<file path="src/rtl/int_ctrl_sm_pkg.sv">
// ---------------------------------------------------------------------------
// int_ctrl_sm_pkg
//   Shared types and constants for the asynchronous-interrupt control
//   sequencer: interrupt cause encoding, sequencer state encoding, default
//   interrupt vectors and the cause-to-vector mapping.
// ---------------------------------------------------------------------------
package int_ctrl_sm_pkg;

  // Latched cause of the interrupt currently being taken.
  typedef enum logic [1:0] {
    INT_NONE = 2'd0,
    INT_EXT  = 2'd1,
    INT_DEC  = 2'd2
  } Int_cause;

  // Interrupt entry / exit sequence.
  typedef enum logic [2:0] {
    IDLE    = 3'd0,
    DRAIN   = 3'd1,
    SAVE    = 3'd2,
    JUMP    = 3'd3,
    HANDLER = 3'd4
  } int_state_e;

  // Default handler entry points (word addresses).
  localparam logic [29:0] VEC_EXT_DEF = 30'h140;
  localparam logic [29:0] VEC_DEC_DEF = 30'h240;

  // Select the handler entry point for a committed cause.
  function automatic logic [29:0] vec_for_cause(
    input Int_cause    c,
    input logic [29:0] vec_ext,
    input logic [29:0] vec_dec
  );
    logic [29:0] v;
    v = vec_ext;
    if (c == INT_DEC) begin
      v = vec_dec;
    end
    return v;
  endfunction

endpackage

</file>
<file path="src/rtl/int_ctrl_sm_pending.sv">
// ---------------------------------------------------------------------------
// int_ctrl_sm_pending
//   Holds the decrementer-pending flag and priority-encodes the two
//   interrupt sources (external over decrementer).
//
// Ports
//   clk, reset  : clock, synchronous active-high reset
//   ext_int     : external interrupt level
//   dec_int     : decrementer expiry pulse (sets the pending flag)
//   dec_clr     : decrementer interrupt has been taken (clears the flag)
//   req_cause   : highest-priority pending cause, INT_NONE if nothing pending
// ---------------------------------------------------------------------------
module int_ctrl_sm_pending
  import int_ctrl_sm_pkg::*;
(
  input  logic     clk,
  input  logic     reset,
  input  logic     ext_int,
  input  logic     dec_int,
  input  logic     dec_clr,
  output Int_cause req_cause
);

  logic dec_pend_d;
  logic dec_pend_q;

  // A new expiry arriving in the same cycle the old one is retired must not
  // be lost, so the set is applied after the clear.
  always_comb begin
    dec_pend_d = dec_pend_q;
    if (dec_clr) begin
      dec_pend_d = 1'b0;
    end
    if (dec_int) begin
      dec_pend_d = 1'b1;
    end
  end

  // Reset has priority, which also discards a dec_int coincident with reset.
  always_ff @(posedge clk) begin
    if (reset) begin
      dec_pend_q <= 1'b0;
    end else begin
      dec_pend_q <= dec_pend_d;
    end
  end

  always_comb begin
    req_cause = INT_NONE;
    if (ext_int) begin
      req_cause = INT_EXT;
    end else if (dec_pend_q) begin
      req_cause = INT_DEC;
    end
  end

endmodule

</file>
<file path="src/rtl/int_ctrl_sm.sv">
// ---------------------------------------------------------------------------
// int_ctrl_sm
//   Asynchronous interrupt sequencer. Waits for an enabled interrupt while no
//   synchronous trap is in progress, drains the pipeline, saves the resume
//   address, redirects fetch to the handler vector and then waits in the
//   handler until return-from-interrupt.
//
// Parameters
//   VEC_EXT     : external-interrupt vector (word address)
//   VEC_DEC     : decrementer-interrupt vector (word address)
//
// Ports
//   clk, reset  : clock, synchronous active-high reset
//   ext_int     : external interrupt, level
//   dec_int     : decrementer expiry, single-cycle pulse
//   msr_ee      : MSR interrupt enable
//   trap_busy   : synchronous trap sequence in progress (wins ties)
//   pipe_empty  : nothing in flight past decode
//   cur_pc      : resume address
//   rfi         : return-from-interrupt pulse, honoured only in HANDLER
//   jump_ack    : fetch accepted the redirect
//   en_int      : trap enable for decode, low while the sequence owns the pipe
//   srr_we      : write SRR0/SRR1 (SAVE only)
//   srr0        : saved resume address
//   cause       : committed interrupt cause
//   ee_clr      : clear MSR.EE (SAVE only)
//   jump        : redirect request (JUMP only)
//   jump_target : redirect address, zero outside JUMP
// ---------------------------------------------------------------------------
module int_ctrl_sm
  import int_ctrl_sm_pkg::*;
#(
  parameter logic [29:0] VEC_EXT = VEC_EXT_DEF,
  parameter logic [29:0] VEC_DEC = VEC_DEC_DEF
) (
  input  logic        clk,
  input  logic        reset,
  input  logic        ext_int,
  input  logic        dec_int,
  input  logic        msr_ee,
  input  logic        trap_busy,
  input  logic        pipe_empty,
  input  logic [29:0] cur_pc,
  input  logic        rfi,
  input  logic        jump_ack,
  output logic        en_int,
  output logic        srr_we,
  output logic [29:0] srr0,
  output Int_cause    cause,
  output logic        ee_clr,
  output logic        jump,
  output logic [29:0] jump_target
);

  int_state_e  state_d;
  int_state_e  state_q;
  Int_cause    cause_d;
  Int_cause    cause_q;
  logic [29:0] srr0_d;
  logic [29:0] srr0_q;
  logic        dec_clr;
  Int_cause    req_cause;

  int_ctrl_sm_pending u_pending (
    .clk       (clk),
    .reset     (reset),
    .ext_int   (ext_int),
    .dec_int   (dec_int),
    .dec_clr   (dec_clr),
    .req_cause (req_cause)
  );

  // Next state. The cause is committed on IDLE->DRAIN so a later drop of
  // ext_int cannot abort or retarget the sequence.
  always_comb begin
    state_d = state_q;
    cause_d = cause_q;
    srr0_d  = srr0_q;
    dec_clr = 1'b0;
    case (state_q)
      IDLE: begin
        if (msr_ee && !trap_busy && (req_cause != INT_NONE)) begin
          state_d = DRAIN;
          cause_d = req_cause;
        end
      end
      DRAIN: begin
        if (pipe_empty) begin
          state_d = SAVE;
        end
      end
      SAVE: begin
        srr0_d  = cur_pc;
        state_d = JUMP;
      end
      JUMP: begin
        if (jump_ack) begin
          state_d = HANDLER;
          dec_clr = (cause_q == INT_DEC);
        end
      end
      HANDLER: begin
        if (rfi) begin
          state_d = IDLE;
        end
      end
      default: begin
        state_d = IDLE;
      end
    endcase
  end

  always_ff @(posedge clk) begin
    if (reset) begin
      state_q <= IDLE;
      cause_q <= INT_NONE;
      srr0_q  <= '0;
    end else begin
      state_q <= state_d;
      cause_q <= cause_d;
      srr0_q  <= srr0_d;
    end
  end

  // Outputs decode only the state register (plus cur_pc forwarded during
  // SAVE so srr0 carries the address being written that very cycle).
  always_comb begin
    en_int      = 1'b1;
    srr_we      = 1'b0;
    ee_clr      = 1'b0;
    jump        = 1'b0;
    jump_target = '0;
    srr0        = srr0_q;
    case (state_q)
      DRAIN: begin
        en_int = 1'b0;
      end
      SAVE: begin
        en_int = 1'b0;
        srr_we = 1'b1;
        ee_clr = 1'b1;
        srr0   = cur_pc;
      end
      JUMP: begin
        en_int      = 1'b0;
        jump        = 1'b1;
        jump_target = vec_for_cause(cause_q, VEC_EXT, VEC_DEC);
      end
      default: begin
      end
    endcase
  end

  assign cause = cause_q;

endmodule
</file>
<file path="config.mk">
export PLATFORM = sky130hd
export DESIGN_NAME = int_ctrl_sm
export DESIGN_NICKNAME = d
export VERILOG_FILES = /design/src/rtl/int_ctrl_sm_pkg.sv /design/src/rtl/int_ctrl_sm_pending.sv /design/src/rtl/int_ctrl_sm.sv
export SDC_FILE = /design/constraint.sdc
export NUM_CORES = 1
export LEC_CHECK = 0
export BUFFER_PORTS_ARGS = -buffer_cell sky130_fd_sc_hd__buf_4
export CORE_AREA = 2 2 82 60
export DETAILED_ROUTE_END_ITERATION = 8
export DIE_AREA = 0 0 84 62
export HOLD_SLACK_MARGIN = 0.15
export PLACE_DENSITY = 0.78
export SETUP_SLACK_MARGIN = 0.1
export SKIP_LAST_GASP = 1
export SYNTH_ARGS = -nofsm -noshare
export SYNTH_HDL_FRONTEND = slang
export SYNTH_HIERARCHICAL = 1
export SYNTH_SLANG_ARGS = --single-unit
</file>
<file path="constraint.sdc">
create_clock -name clk -period 1.8 [get_ports clk]
set_clock_uncertainty 0.2 [all_clocks]
set_input_delay 0.27 -clock clk [delete_from_list [all_inputs] [get_ports clk]]
set_output_delay 0.27 -clock clk [all_outputs]
set_load 0.02 [all_outputs]
</file>
Word-level counts from Yosys, hierarchy flattened
Cells that the tools add are included.
{"block": "word_totals", "in_bits": 39, "out_inout_bits": 66, "wordCells": 39, "ff_bits": 36}
{"block": "classes", "reduce_logical": 9, "n_eq_ne": 9, "n_mux": 17}
{"op": "two-way mux 30 bit", "count": 1}
{"op": "two-way mux 10 bit", "count": 2}
{"op": "case mux 3 bit (5 select lines)", "count": 1}
{"op": "two-way mux 3 bit", "count": 4}
{"op": "inequality test 2 bit (second input constant)", "count": 4}
{"op": "two-way mux 1 bit", "count": 7}
{"op": "equality test 3 x 2 -> 1 bit (second input constant)", "count": 2}
{"op": "two-way mux 2 bit", "count": 2}
{"op": "AND reduction 4 bit", "count": 1}
{"op": "nonzero test 2 bit", "count": 2}
{"op": "equality test 3 x 1 -> 1 bit (second input constant)", "count": 1}
{"op": "equality test 3 bit (second input constant)", "count": 1}
{"op": "zero test 3 bit", "count": 1}
{"op": "OR reduction 3 bit", "count": 1}
{"op": "equality test 2 bit (second input constant)", "count": 1}
{"op": "logical AND 1 bit", "count": 2}
{"op": "AND reduction 2 bit", "count": 1}
{"op": "zero test 1 bit", "count": 1}

Depth between registers and ports, before layout
{"block": "logic_depth", "word_depth": 6, "depth_mapped": 5, "ltp_nobuf": 5}

By module
The synthesis kept the hierarchy.
{"module": "int_ctrl_sm", "seq_area_each_um2": 700.7, "instances": 1, "area_per_inst_um2": 1838.0, "cells_per_inst": 161}
{"module": "int_ctrl_sm_pending", "seq_area_each_um2": 20.0, "instances": 1, "area_per_inst_um2": 52.6, "cells_per_inst": 6}

Worst setup path before layout
OpenSTA, ideal clock, no wires.
{"block": "synth_path", "path_kind": "reg2out", "startpoint": "register state_q[0]", "endpoint": "output jump_target[8]", "setup_slack_ns": 0.006, "arrival_ns": 1.324, "required_ns": 1.330, "stages_incl_launch_ff": 3, "path_buffers": 0, "cell_sequence": "dfxtp_1 > and3b_1 > a21boi_0"}
{"block": "synth_between", "elab_chain_len": 2}
{"item": "start, declared", "line": "int_ctrl_sm.sv:56", "rtl": "int_state_e state_q;"}
{"item": "start signal, assigned", "line": "int_ctrl_sm.sv:119", "rtl": "state_q <= state_d;"}
{"item": "equality test 3 x 2 -> 1 bit", "line": "int_ctrl_sm.sv:134", "rtl": "case (state_q)"}
{"item": "two-way mux 10 bit", "line": "int_ctrl_sm.sv:134"}
{"item": "end, declared", "line": "int_ctrl_sm.sv:52", "rtl": "output logic [29:0] jump_target"}
Every way passes these cells.

Worst setup path after layout
{"block": "layout_path", "startpoint": "register state_q[2]", "endpoint": "output srr0[23]"}
{"block": "layout_between", "elab_chain_len": 2}
{"item": "equality test 3 x 2 -> 1 bit", "line": "int_ctrl_sm.sv:134"}
{"item": "two-way mux 30 bit"}
{"item": "end, declared", "line": "int_ctrl_sm.sv:48", "rtl": "output logic [29:0] srr0,"}
Every way passes these cells.

==> reports/qor.yml <==
cells_and_area:
  stdcell_area_um2: 2750
  final_common_cell: "buf_4"
  final_util_pct: 60.4
  antenna_cells: 0
  area_delta_synth_final_pct: 45.3
  layout-drive-gt1-share_pct: 53.5
  fill_cells: 393
  final_cell_mix: "63 x buf_4, 33 x dfxtp_1, 30 x mux2_4"
  final_nets: 294
setup_path:
  crit_arrival_ns: 1.59
  crit_fanout: 8
  critPathLaunchType: "flip-flop"
  critPathKind: "reg -> out"
  required_ns: 1.33
  ff2ff_setup_slack_ns: 0.15
  critical_path.reg2reg.endpoint: "u_pending/dec_pend_q$_SDFFE_PP0P_"
  r2r_cells: 7
  endpoint_kind: "output pin"
  rr_startpoint: "state_q[0]$_SDFFE_PP0P_"
power:
  p_per_area_nw_per_um2: 746
  vdd_drop_max_mv: 0.604
  p_leak_nw: 1.42
  p_clk_share_pct: 33.3
  p_comb_share_pct: 25.7
  power_switching_uw: 528
  switching_share_pct: 25.8
  p_seq_share_pct: 41.0
  p_total_mw: 2.05
  power.internal_mw: 1.52
min_path:
  holdPathStages: 3
  hp-start: "cur_pc[4]"
  hold_end: "srr0_q[4]$_SDFF_PP0_"
  hold_path_class: "in -> reg"
drt:
  routed_wl_um: 3780
  dr.pass1.iters: 4
  vias: 1325
  drtAntennaViolNets: 0
  wl_per_cell_um: 12.1
  drtIter0Drc: 32
  viasPerCell: 4.23
  drc: 0
clocking:
  holdBufCountCts: 4
  cts_buffer_depth: 2
  worstSkewPairLatency_ns: 0.28
  htreeDepth: 2
  cts_made_buffers: 5
  cts_tree: "yes"
  path_clk_slew_ns: 0.07
  cts.sinks: 36
  cts_root_buffer: "clkbuf_8"
outcome:
  violations: "setup timing"
  status: "finished, violations left"
global_route:
  antenna_found_initial: 0
  overflow: 0
  grt_first_pass_wirelength_um: 5870
  grt_pass1_vias: 1250
  grt_max_degree: 39
  grt_use_total_pct: 14.6
floorplanning:
  start_util_pct: 41.6
  row_count: 21
  die_y_um: 62
  coreArea_um2: 4550
  die-width_um: 84
  die_area_um2: 5210
  ios: 105
synth:
  synth_cell_type_count: 26
  seq_area_frac_synth_pct: 38.1
  synth_top_family_by_area: "multiplexers"
  synth_compound_area_share_pct: 2.25
  yosys.area.top_type: "dfxtp_1"
  synthAdderAreaFrac_pct: 0
  synthSimpleGateAreaFrac_pct: 19.7
  synth_cells: 167
  syn_area_per_cell_um2: 11.3
  synthMuxAreaShare_pct: 24.7
  synth_xor_area_share_pct: 0
  syn-cell-area_um2: 1890
  yosys_warnings: 6
  synth_top_area_share_pct: 38.1
  ys_top_cells_by_area: "dfxtp_1 38%, mux2_4 23%, buf_4 12%, and2b_1 12%, nand2b_1 2.0%"
  ys_ff_latch: 36
timing:
  setup_ws_ns: -0.264
  post-route-period-util_pct: 115
  hold_viol_final: 0
  rsz0062_at_grt: "true"
  max_freq_ghz: 0.485
  setup_viol: 33
  drv_slew: 0
  fin_crit_ns: 2.06
  finalSetupTns_ns: -7.59
placement:
  placed_cell_area_um2: 2440
  gp_congestion: 0.686
  hpwl_um: 2660
  place_ws_ns: -0.0228
  io_buffers: 77
job:
  max-cap-violations: 0
## worst max-delay path: stages, from the launching register on
cell	delay, ns
dfxtp_2	0.33
nor3b_4	0.24
buf_6	0.16
buf_12	0.13
mux2_4	0.31
buf_6	0.13
## cell families after synthesis
| group | after synthesis |
|---|---|
| DFF | 36 |
| and+or+nand+nor | 52 |
| muxes | 32 |
| AOI/OAI and AO/OA | 6 |
| other | 1 |
| buffers and inverters | 40 |
## cell type report
class                      instances  area, µm²  share of cell area, %
clock buffer                       6       72.6                   2.64
clock inverter                     2       35.0                   1.28
inverter                           3       11.3                  0.410
multi-input combinational        117       1010                   36.9
sequential                        36        724                   26.4
tap                               57       71.3                   2.60
timing repair buffer              92        818                   29.8
## sequential cells by signal, summed over array words and instances, names as in the netlist
name,count
srr0_q,30
state_q,3
u_pending/dec_pend_q,1
cause,2
## worst max-delay path by stage
| stage | slack [ns] | startpoint | depth (start not counted) | to |
|---|---|---|---|---|
| finish | -0.26 | state_q[2]$_SDFFE_PP0P_ | 5 | srr0[23] |
| global route | -0.34 | state_q[0]$_SDFFE_PP0P_ | 5 | srr0[24] |
| CTS | -0.29 | state_q[2]$_SDFFE_PP0P_ | 4 | srr0[8] |
| detailed placement | -0.02 | state_q[0]$_SDFFE_PP0P_ | 4 | srr0[8] |
| global placement | 0.008 | state_q[0]$_SDFFE_PP0P_ | 4 | srr0[8] |
| floorplan | 0.11 | state_q[2]$_SDFFE_PP0P_ | 5 | u_pending/dec_pend_q$_SDFFE_PP0P_ |
## repair_timing
item | in CTS | in global routing
pin swaps | 1 | 2
setup endpoints to repair | 37 | 43
hold endpoints to repair | 34 | 20
resized for setup | 30 | 5
setup buffers | 3 | 1
## per-layer routing
| metal | up-vias | track usage, % | share of wire, % |
|---|---|---|---|
| met5 | - | 0 | 0 |
| met4 | 0 | 5.53 | 0.64 |
| met3 | 5 | 5.68 | 8.9 |
| met2 | 64 | 22.2 | 46 |
| met1 | 594 | 19.1 | 45 |
| li1 | 662 | - | - |
## cells in the mapped netlist
master / n
a21boi_0: 1
a21oi_2: 1
a22oi_1: 1
a32oi_1: 1
and2_1: 2
and2b_1: 29
and3_1: 2
and3b_1: 1
buf_4: 30
buf_6: 3
clkbuf_1: 4
conb_1: 1
dfxtp_1: 36
inv_1: 3
mux2_2: 1
mux2_4: 29
mux2i_1: 2
nand2_1: 1
nand2b_1: 6
nor2_1: 4
nor2b_1: 3
nor3_1: 1
nor3b_4: 1
nor4b_2: 1
o21ai_0: 2
or2_2: 1
## power groups by stage
stage	registers [mW]	logic, mW	clock network, mW
floorplan	0.859	0.340	0
global placement	0.857	0.466	0
detailed placement	0.858	0.471	0
CTS	0.840	0.522	0.712
global route	0.843	0.564	0.739
finish	0.840	0.527	0.682
## per-stage QoR
| step | instances | hold slack, ns |
|---|---|---|
| 3_3_place_gp | 297 | 0.270 |
| 2_1_floorplan | 193 | 0.132 |
| 4_1_cts | 312 | 0.118 |
| 3_5_place_dp | 297 | 0.276 |
| 5_1_grt | 313 | 0.121 |
| 6_report | 313 | 0.130 |
No activity file was read; power rests on OpenSTA's default activity.
